## src/rtl/load_store_unit.sv

```systemverilog
// Load/store unit: byte/half/word accesses onto a word-wide memory.
// Sub-word stores are done as read-modify-write.
module load_store_unit #(
    parameter int MEM_ADDR_WIDTH = 10
) (
    input  logic        clk,
    input  logic        rst,
    input  logic        req_valid,
    output logic        req_ready,
    input  logic        req_we,
    input  logic [1:0]  req_size,
    input  logic        req_unsigned,
    input  logic [31:0] req_addr,
    input  logic [31:0] req_wdata,
    output logic        resp_valid,
    input  logic        resp_ready,
    output logic [31:0] resp_rdata,
    output logic        resp_fault,
    output logic [31:0] mem_addr,
    output logic [31:0] mem_wdata,
    output logic        mem_rw,
    input  logic [31:0] mem_rdata
);

    typedef enum logic [1:0] {
        IDLE,
        READ,
        WRITE,
        RESP
    } state_t;

    state_t state_q, state_d;

    logic [31:0] addr_q;
    logic [1:0]  size_q;
    logic        we_q;
    logic        uns_q;
    logic [31:0] wdata_q;
    logic [31:0] old_q;
    logic [31:0] rdata_q;
    logic        fault_q;

    logic [29:0] req_widx;
    logic        req_oor;
    logic        req_fault;
    logic        accept;
    logic [31:0] merge_word;
    logic [31:0] load_val;
    logic [7:0]  ld_b;
    logic [15:0] ld_h;

    assign req_widx = req_addr[31:2];
    assign req_oor  = (req_widx >> MEM_ADDR_WIDTH) != '0;

    assign req_fault = (req_size == 2'b11)
                     | ((req_size == 2'b01) & req_addr[0])
                     | ((req_size == 2'b10) & (req_addr[1:0] != 2'b00))
                     | req_oor;

    assign accept = req_valid & req_ready;

    assign resp_rdata = rdata_q;
    assign resp_fault = fault_q;

    // Replace the addressed lanes of the captured word with store data.
    always_comb begin
        merge_word = old_q;
        unique case (1'b1)
            size_q == 2'b10: merge_word = wdata_q;
            size_q == 2'b01: begin
                if (addr_q[1])
                    merge_word[31:16] = wdata_q[15:0];
                else
                    merge_word[15:0] = wdata_q[15:0];
            end
            default: merge_word[{addr_q[1:0], 3'b000} +: 8] = wdata_q[7:0];
        endcase
    end

    // Pick the load lane from the memory word and extend it.
    always_comb begin
        ld_b = mem_rdata[{addr_q[1:0], 3'b000} +: 8];
        ld_h = mem_rdata[{addr_q[1], 4'b0000} +: 16];
        unique case (size_q)
            2'b00:   load_val = {{24{~uns_q & ld_b[7]}}, ld_b};
            2'b01:   load_val = {{16{~uns_q & ld_h[15]}}, ld_h};
            default: load_val = mem_rdata;
        endcase
    end

    // Next-state and per-state outputs.
    always_comb begin
        state_d    = state_q;
        req_ready  = 1'b0;
        resp_valid = 1'b0;
        mem_rw     = 1'b0;
        mem_addr   = 32'd0;
        mem_wdata  = 32'd0;
        unique case (state_q)
            IDLE: begin
                req_ready = 1'b1;
                if (req_valid) begin
                    if (req_fault)
                        state_d = RESP;
                    else if (req_we && req_size == 2'b10)
                        state_d = WRITE;
                    else
                        state_d = READ;
                end
            end
            READ: begin
                mem_addr = {2'b00, addr_q[31:2]};
                state_d  = we_q ? WRITE : RESP;
            end
            WRITE: begin
                mem_rw    = 1'b1;
                mem_addr  = {2'b00, addr_q[31:2]};
                mem_wdata = merge_word;
                state_d   = RESP;
            end
            RESP: begin
                resp_valid = 1'b1;
                if (resp_ready)
                    state_d = IDLE;
            end
            default: state_d = IDLE;
        endcase
    end

    // State register plus request latch and response capture.
    always_ff @(posedge clk) begin
        if (rst) begin
            state_q <= IDLE;
            addr_q  <= 32'd0;
            size_q  <= 2'b00;
            we_q    <= 1'b0;
            uns_q   <= 1'b0;
            wdata_q <= 32'd0;
            old_q   <= 32'd0;
            rdata_q <= 32'd0;
            fault_q <= 1'b0;
        end else begin
            state_q <= state_d;
            if (accept) begin
                addr_q  <= req_addr;
                size_q  <= req_size;
                we_q    <= req_we;
                uns_q   <= req_unsigned;
                wdata_q <= req_wdata;
                rdata_q <= 32'd0;
                fault_q <= req_fault;
            end
            if (state_q == READ) begin
                old_q <= mem_rdata;
                if (!we_q)
                    rdata_q <= load_val;
            end
        end
    end

endmodule

```

## config.mk

```make
export PLATFORM = sky130hd
export DESIGN_NAME = load_store_unit
export DESIGN_NICKNAME = d
export VERILOG_FILES = /design/src/rtl/load_store_unit.sv
export SDC_FILE = /design/constraint.sdc
export NUM_CORES = 1
export LEC_CHECK = 0
export CAP_MARGIN = 5
export CORE_MARGIN = 4
export CORE_UTILIZATION = 36
export CTS_CLUSTER_SIZE = 12
export DETAILED_ROUTE_END_ITERATION = 8
export SLEW_MARGIN = 15
export SYNTH_ARGS = -nofsm -noshare
export SYNTH_HDL_FRONTEND = slang
export SYNTH_SLANG_ARGS = --single-unit
```

## constraint.sdc

```tcl
create_clock -name clk -period 3.1 [get_ports clk]
set_clock_uncertainty 0.1 [all_clocks]
set_input_delay 0.93 -clock clk [delete_from_list [all_inputs] [get_ports clk]]
set_output_delay 0.93 -clock clk [all_outputs]
set_load 0.01 [all_outputs]
```

==> results of run 1 <==
## registers in the layout, summed over array words and instances, names as in the netlist
name        count
state_q         2
resp_fault      1
wdata_q        32
size_q          2
addr_q         32
we_q            1
old_q          32
uns_q           1
resp_rdata     32
## metrics by stage
stage / hold WS, ns / instances
3_5_place_dp: 0.3423 / 1276
2_1_floorplan: 0.3317 / 840
4_1_cts: 0.3507 / 1317
3_3_place_gp: 0.3371 / 1276
5_1_grt: 0.3664 / 1320
6_report: 0.3473 / 1320
## how the worst max path moves through the flow
| stage | startpoint | end | slack, ns | depth (start not counted) |
|---|---|---|---|---|
| 5_1_grt | addr_q[0]$_SDFFE_PP0P_ | mem_wdata[26] | -0.12 | 9 |
| 2_1_floorplan | addr_q[1]$_SDFFE_PP0P_ | mem_wdata[29] | 0.23 | 8 |
| 4_1_cts | addr_q[0]$_SDFFE_PP0P_ | mem_wdata[27] | -0.05 | 9 |
| 3_3_place_gp | addr_q[0]$_SDFFE_PP0P_ | mem_wdata[31] | -0.12 | 8 |
| 6_report | addr_q[0]$_SDFFE_PP0P_ | mem_wdata[27] | -0.04 | 9 |
| 3_5_place_dp | addr_q[1]$_SDFFE_PP0P_ | mem_wdata[26] | -0.10 | 9 |
## what timing repair did
item                       4_1_cts  5_1_grt
pin swaps                       22       15
resized for setup              183       63
setup endpoints to repair       62       48
setup buffers                    8        3
cloned                           1        0
## worst max-delay path: stages (launching register included)
cell      delay, ns
dfxtp_2        0.36
inv_4          0.06
ha_4           0.25
nor4bb_2       0.26
buf_4          0.19
buf_6          0.11
a221o_1        0.13
nand2_1        0.05
a31oi_1        0.14
buf_2          0.16
## kinds of logic after synthesis
family / Yosys count / synth area share (%)
flops: 135 / 38.71
mux: 57 / 9.624
fa+ha+maj: 13 / 2.330
other cells: 1 / 0.05371
simple gates: 312 / 20.50
buf+inv: 88 / 6.057
compound gates: 233 / 22.72
## final cells by class
class	instances	area, sq um	share of cell area [%]
clock inverters	14	198.9	1.901
inverters	13	58.81	0.5621
clock buffers	18	429.2	4.102
repair buffers	263	2527	24.16
well taps	260	325.3	3.109
flip-flops and latches	135	2713	25.93
multi-input cells	617	4210	40.24
## power by group
group	switching (mW)	total [mW]	leakage, nW	internal (mW)
Sequential	0.359	2.52	1.11	2.17
Clock	0.797	2.15	0.305	1.35
Combinational	2.07	3.96	2.80	1.89
## cell usage in the layout, fill, tap and decap left out, types with 3 or more instances in the layout
cell / Yosys / final
a211oi_1: 33 / 33
a21oi_1: 105 / 105
a221o_1: 16 / 16
a221oi_1: 46 / 19
a221oi_2: 0 / 25
a22oi_1: 7 / 7
a31oi_1: 8 / 6
and2_1: 31 / 30
buf_12: 1 / 9
buf_2: 10 / 28
buf_4: 7 / 44
buf_6: 5 / 12
bufinv_16: 0 / 4
clkbuf_16: 0 / 17
clkdlybuf4s50_1: 0 / 138
clkinv_4: 0 / 5
dfxtp_1: 135 / 129
dfxtp_2: 0 / 5
dlygate4sd2_1: 0 / 14
dlymetal6s2s_1: 0 / 16
ha_1: 13 / 4
ha_2: 0 / 3
ha_4: 0 / 6
inv_1: 8 / 4
inv_2: 2 / 4
inv_4: 0 / 4
mux2_2: 16 / 16
mux2i_1: 36 / 36
mux4_1: 5 / 5
nand2_1: 192 / 191
nor2_1: 46 / 45
nor2b_1: 6 / 5
nor3b_1: 16 / 9
nor3b_2: 0 / 7
nor4_1: 5 / 5
o211ai_1: 3 / 3
o21ai_0: 6 / 6
## per-layer routing
layer	up-vias	track usage [%]
met2	234	33.55
li1	3424	-
met3	18	5.460
met4	0	5.685
met5	-	0
met1	3295	30.82
==> flow_summary.toml, run 1 <==
[grt]
antenna_found_initial = 0
grt_usage_pct = 21.88
grt_overflow_total = 0
grt_pass1_wl_um = 37640
grt_pass1_vias = 6571
grt_max_degree = 65

[synth]
synth_area_leader_cell = "dfxtp_1"
netlist.area_leader.share_pct = 38.71
yosysWarnings = 0
seq_area_frac_synth_pct = 38.71
synth_seq_cells = 135
syn_inst = 839
syn_area_sq_um = 6982
synth-main-ff-cell = "dfxtp_1"
yosys-top-cells-area = "dfxtp_1, nand2_1, a21oi_1, a221oi_1, mux2i_1"
yosysUniqueCellTypes = 49
synth_common_cells = "nand2_1, dfxtp_1, a21oi_1"
synth.most_common_cell = "nand2_1"
syn_area_per_cell_sq_um = 8.321
async_reset_ff_share_pct = 0
synth_edf_count = 0

[cells_and_area]
finish.net_count = 1164
diodes = 0
final_layout_size_suffix_gt1_share_pct = 20.47
final_util_pct = 55.38
final_area_sq_um = 10460
area_delta_synth_final_pct = 49.86
fillCellCount = 1783

[placed_design]
gp_congestion = 0.8463
place_ws_ns = -0.1035
place.detailed.hpwl_um = 17420
postPlaceCellArea_sq_um = 9435
io_buffer_count = 201

[status]
status = "finished, violations left"
violations = "setup timing"

[timing]
setup_viol = 5
hold_viol = 0
worst_pin_slew_ns = 0.5340
worst_slack_ns = -0.04375
post-route-period-util_pct = 101.4
tns_ns = -0.1085
rsz0062_at_grt = "yes"
layout_min_cycle_time_ns = 3.144
maxSlewHeadroom_pct = 64.40
clock.fmax_mhz = 318.1
final_max_slew_viol_count = 0

[power_and_ir_drop]
p_total_mw = 8.632
peakVddDrop_mv = 0.5036
leakagePower_nw = 4.216
pwr_density_cell_nw_per_um2 = 825.0

[critical_path]
r2r_slack_ns = 1.00
cp_max_fo = 5
arrival_ns = 2.11
end_kind = "primary output"
cp.required_ns = 2.07
crit_type = "flip-flop to primary output"
startpoint_type = "flip-flop"
r2r.worst_path.cells = 8
r2r-end = "resp_rdata[30]$_SDFF_PP0_"
r2r-start = "addr_q[1]$_SDFFE_PP0P_"

[floorplan]
die-area_sq_um = 21690
fp-row-count = 50
coreArea_sq_um = 18890
top_level_ports = 204
die_y_um = 147.3
start_util_pct = 36.95
die_x_um = 147.3

[min_path]
holdPathStages = 2
min_from = "addr_q[19]$_SDFFE_PP0P_"
whs_endpoint = "addr_q[19]$_SDFFE_PP0P_"
hp-class = "flip-flop to flip-flop"

[detailed_routing]
ant_nets = 0
drt_iter0_drc = 443
vias = 6971
wirelength_um = 24380
met1Wirelength_um = 11390
route.detailed.drc = 0
dr.max_layer_used = "met4"
dr.pass1.iters = 5
wl_per_cell_um = 18.47
wl_met2_um = 11020
wl_met3_um = 1668
viasPerCell = 5.281

[clocking]
clock_sinks = 135
cts_buffers = 17
root_buffer = "clkbuf_16"
cts_hold_buf = 0
clockBufferDepth = 2
clk_latency_ns = 0.42
clk_pin_slew_ns = 0.06
htree_levels = 4
tritoncts = "done"

[flow_run]
max_cap_viol_count = 0
No activity file was read; power rests on OpenSTA's default activity.
==> run 2: changes to the inputs <==
Settings changed: CORE_MARGIN 4 to 1.5.
==> run 2 against run 1 <==
Against the previous run:
- sequential cell count stayed put
- critical path type unchanged
- the run still ends with setup timing left
- clock power decreased by 9.8%
- utilization is 1.7 points lower
- die area fell by 6.7%
==> flow_summary.toml, run 2 (same netlist as run 1, synthesis figures left out) <==
[cells_and_area]
final_area_sq_um = 10140
finish.net_count = 1159
diodes = 0
layout_commonest_cell = "nand2_1"
final_util_pct = 53.66
area_delta_synth_final_pct = 45.20
instances_no_fill = 1315
final_layout_size_suffix_gt1_share_pct = 17.25
final_cell_mix = "nand2_1, clkdlybuf4s50_1, dfxtp_1"
fillCellCount = 1836

[clocking]
htree_levels = 4
clock_sinks = 135
clk_latency_ns = 0.42
tritoncts = "done"
root_buffer = "clkbuf_16"
clockBufferDepth = 2
clk_pin_slew_ns = 0.06
cts_buffers = 17

[placed_design]
place.detailed.hpwl_um = 16960
postPlaceCellArea_sq_um = 9490
place_ws_ns = -0.1843
placed_cells = 1280
gp_congestion = 0.8166
io_buffer_count = 201

[floorplan]
fp-row-count = 50
die_y_um = 142.3
die_x_um = 142.3
top_level_ports = 204
start_util_pct = 36.95
die-area_sq_um = 20240
coreArea_sq_um = 18890

[critical_path]
end_kind = "primary output"
crit_type = "flip-flop to primary output"
cp.required_ns = 2.07
cp_max_fo = 7
arrival_ns = 2.13
startpoint_type = "flip-flop"

[grt]
grt_max_degree = 71
grt_pass1_vias = 6528
antenna_found_initial = 0
grt_pass1_wl_um = 36700
grt_overflow_total = 0
grt_usage_pct = 23.54

[detailed_routing]
dr.pass1.iters = 5
wirelength_um = 24080
wl_per_cell_um = 18.31
viasPerCell = 5.346
ant_nets = 0
vias = 7030
drt_iter0_drc = 409
route.detailed.drc = 0

[timing]
tns_ns = -0.1423
worst_pin_slew_ns = 0.5823
whs_ns = 0.3486
worst_slack_ns = -0.06101
rsz0062_at_grt = "yes"
hold_viol = 0
layout_min_cycle_time_ns = 3.161
clock.fmax_mhz = 316.4
maxSlewHeadroom_pct = 61.18
final_max_slew_viol_count = 0
post-route-period-util_pct = 102.0
setup_viol = 8

[power_and_ir_drop]
peakVddDrop_mv = 0.5468
leakagePower_nw = 3.880
pwr_density_cell_nw_per_um2 = 825.3
p_total_mw = 8.366

[status]
status = "finished, violations left"
violations = "setup timing"

[flow_run]
max_cap_viol_count = 0

[min_path]
hp-class = "flip-flop to flip-flop"
[run 2: cell types whose count changed in the layout (fill, tap and decap cells not counted), moves of 3 or more]
cell / before / now
a221oi_1: 19 / 42
buf_2: 28 / 25
dlygate4sd2_1: 14 / 27
buf_4: 44 / 39
clkinv_2: 2 / 6
inv_4: 4 / 0
a221oi_2: 25 / 4
nor3b_1: 9 / 13
buf_6: 12 / 9
nor3b_2: 7 / 3
bufinv_16: 4 / 1
dlymetal6s2s_1: 16 / 1
[run 2: layer usage]
layer | GRT usage (%) | part of all wire, % | routed length [um]
met1 | 33.90 | 48 | 11470
met4 | 8.573 | 2.5 | 609
met5 | 0 | 0 | 0
met3 | 4.879 | 6.7 | 1624
met2 | 34.53 | 43 | 10380
[run 2: repair_timing]
action                                  in CTS  in global routing
pin swaps                                   25                  9
endpoints found under the setup margin      62                 33
hold buffers                                 0                  0
cloned                                       1                  1
setup buffers                                1                  0
resized for setup                          180                 27
[run 2: area by class of cell]
cell class	count	area, sq um	share of cell area, %
clock buffer	22	464.2	4.579
tap	260	325.3	3.209
multi-input combinational	618	4038	39.83
inverter	13	52.55	0.5184
timing repair buffer	257	2451	24.18
clock inverter	10	96.34	0.9504
sequential	135	2710	26.73
[run 2: final timing paths]
| path | start | end | slack (ns) | cells past startpoint |
|---|---|---|---|---|
| max reg2reg | size_q[1]$_SDFFE_PP0P_ | resp_rdata[7]$_SDFF_PP0_ | 0.99 | 8 |
| min | addr_q[20]$_SDFFE_PP0P_ | addr_q[20]$_SDFFE_PP0P_ | 0.35 | 2 |
| max | addr_q[0]$_SDFFE_PP0P_ | mem_wdata[12] | -0.06 | 8 |
| min reg2reg | addr_q[20]$_SDFFE_PP0P_ | addr_q[20]$_SDFFE_PP0P_ | 0.35 | 2 |
[run 2: worst max-delay path: stages (launching register included)]
cell      delay, ns
dfxtp_2        0.33
buf_4          0.14
ha_2           0.18
clkinv_2       0.07
nor4b_4        0.27
buf_4          0.19
a221oi_1       0.08
nor3b_1        0.27
buf_2          0.19
[run 2: power by group]
group          switching (mW)  total [mW]  internal (mW)
clock                   0.787        1.94           1.15
sequential              0.313        2.48           2.16
combinational            2.06        3.95           1.89
==> run 3: changes to the inputs <==
Settings changed: CTS_BUF_LIST set to sky130_fd_sc_hd__clkbuf_8.
==> run 3 against run 2 <==
Against the previous run:
- largest power group unchanged
- sequential share of layout area down 0.37 points
- global-route usage grew 0.31 points
- combinational power rose by 5%
- final cell count rose by 0.38%
- clock power decreased by 28%
- non-clock buffer count grew 5
- the run still ends with setup timing left
- first-iteration DRC count fell by 15%
- routed wire length grew 1.4%
- via count increased by 0.20%
- register-to-register slack got worse by 0.02 ns
==> flow_summary.toml, run 3 (same netlist as run 1, synthesis figures left out) <==
[status]
status = "finished, violations left"
violations = "setup timing"

[timing]
setup_viol = 19
maxSlewHeadroom_pct = 60.69
worst_pin_slew_ns = 0.5896
hold_viol = 0
final_max_slew_viol_count = 0
whs_ns = 0.3520
clock.fmax_mhz = 310.5
rsz0062_at_grt = "yes"
layout_min_cycle_time_ns = 3.221
worst_slack_ns = -0.1205
post-route-period-util_pct = 103.9
tns_ns = -0.9890

[detailed_routing]
vias = 7044
dr.pass1.iters = 5
route.detailed.drc = 0
wirelength_um = 24420
viasPerCell = 5.336
ant_nets = 0
drt_iter0_drc = 346
wl_per_cell_um = 18.50

[power_and_ir_drop]
swShare_pct = 39.54
p_total_mw = 8.047
clock_power_share_pct = 17.3
peakVddDrop_mv = 0.3770
pwr_density_cell_nw_per_um2 = 782.1
leakagePower_nw = 4.138
p_sw_mw = 3.182
p_int_mw = 4.866
combPwrFrac_pct = 51.6
seq_power_share_pct = 31.1

[grt]
grt_pass1_vias = 6499
grt_pass1_wl_um = 37180
grt_max_degree = 71
antenna_found_initial = 0
grt_usage_pct = 23.85
grt_overflow_total = 0

[floorplan]
coreArea_sq_um = 18890
die_y_um = 142.3
fp-row-count = 50
top_level_ports = 204
die-area_sq_um = 20240
start_util_pct = 36.95
die_x_um = 142.3

[cells_and_area]
layout_commonest_cell = "nand2_1"
area_delta_synth_final_pct = 47.38
diodes = 0
regArea_sq_um = 2713
multiInputGateArea_sq_um = 4233
final_layout_size_suffix_gt1_share_pct = 20.38
final_util_pct = 54.46
finish.net_count = 1164
final_cell_mix = "nand2_1, clkdlybuf4s50_1, dfxtp_1"
fillCellCount = 1816
final_area_sq_um = 10290
instances_no_fill = 1320

[placed_design]
io_buffer_count = 201
place_ws_ns = -0.1843
placed_cells = 1280
gp_congestion = 0.8166
place.detailed.hpwl_um = 16960
postPlaceCellArea_sq_um = 9490

[clocking]
cts_buffers = 17
clockBufferDepth = 2
clock_sinks = 135
clk_pin_slew_ns = 0.08
tritoncts = "done"
clk_latency_ns = 0.45
cts_hold_buf = 0
htree_levels = 4
root_buffer = "clkbuf_8"

[critical_path]
end_kind = "primary output"
arrival_ns = 2.19
crit_type = "flip-flop to primary output"
cp.required_ns = 2.07
cp_max_fo = 6
startpoint_type = "flip-flop"

[flow_run]
max_cap_viol_count = 0

[min_path]
hp-class = "flip-flop to flip-flop"
-- run 3: worst max-delay path, stage by stage, from the launching register on --
cell	delay [ns]
dfxtp_2	0.36
inv_4	0.05
ha_4	0.26
nor4bb_2	0.28
buf_4	0.20
a221o_1	0.14
nand2_1	0.06
a31oi_2	0.21
buf_2	0.18
-- run 3: power groups by stage --
stage | clock (mW) | sequential [mW] | combinational, mW
2_1_floorplan | 0 | 2.48 | 2.22
3_3_place_gp | 0 | 2.48 | 3.80
3_5_place_dp | 0 | 2.50 | 3.82
4_1_cts | 1.43 | 2.47 | 4.00
5_1_grt | 1.51 | 2.56 | 4.50
6_report | 1.40 | 2.50 | 4.15
-- run 3: worst paths after layout --
check,from,to,slack (ns),cells after the start
max reg2reg,addr_q[1]$_SDFFE_PP0P_,resp_rdata[7]$_SDFF_PP0_,0.97,8
max,addr_q[0]$_SDFFE_PP0P_,mem_wdata[31],-0.12,8
min reg2reg,addr_q[5]$_SDFFE_PP0P_,addr_q[5]$_SDFFE_PP0P_,0.35,2
min,addr_q[5]$_SDFFE_PP0P_,addr_q[5]$_SDFFE_PP0P_,0.35,2
-- run 3: repair_timing --
action	in CTS	in global routing
setup buffers	3	3
resized for setup	177	79
gates cloned	2	0
pin swaps	26	30
endpoints found under the setup margin	62	48
-- run 3: area by class of cell --
type                    count  share of cell area [%]
inverters                  13                  0.6080
clock inverters            13                   1.046
clock buffers              19                   2.541
well taps                 260                   3.161
flip-flops and latches    135                   26.36
repair buffers            262                   25.15
multi-input cells         618                   41.14
-- run 3: routing by layer --
metal  vias up  part of all wire (%)  GRT usage [%]
met5         -                     0              0
met4         0                   2.8          8.247
met3        46                   7.0          5.552
met2       279                    43          34.99
met1      3289                    47          34.13
li1       3430                     -              -
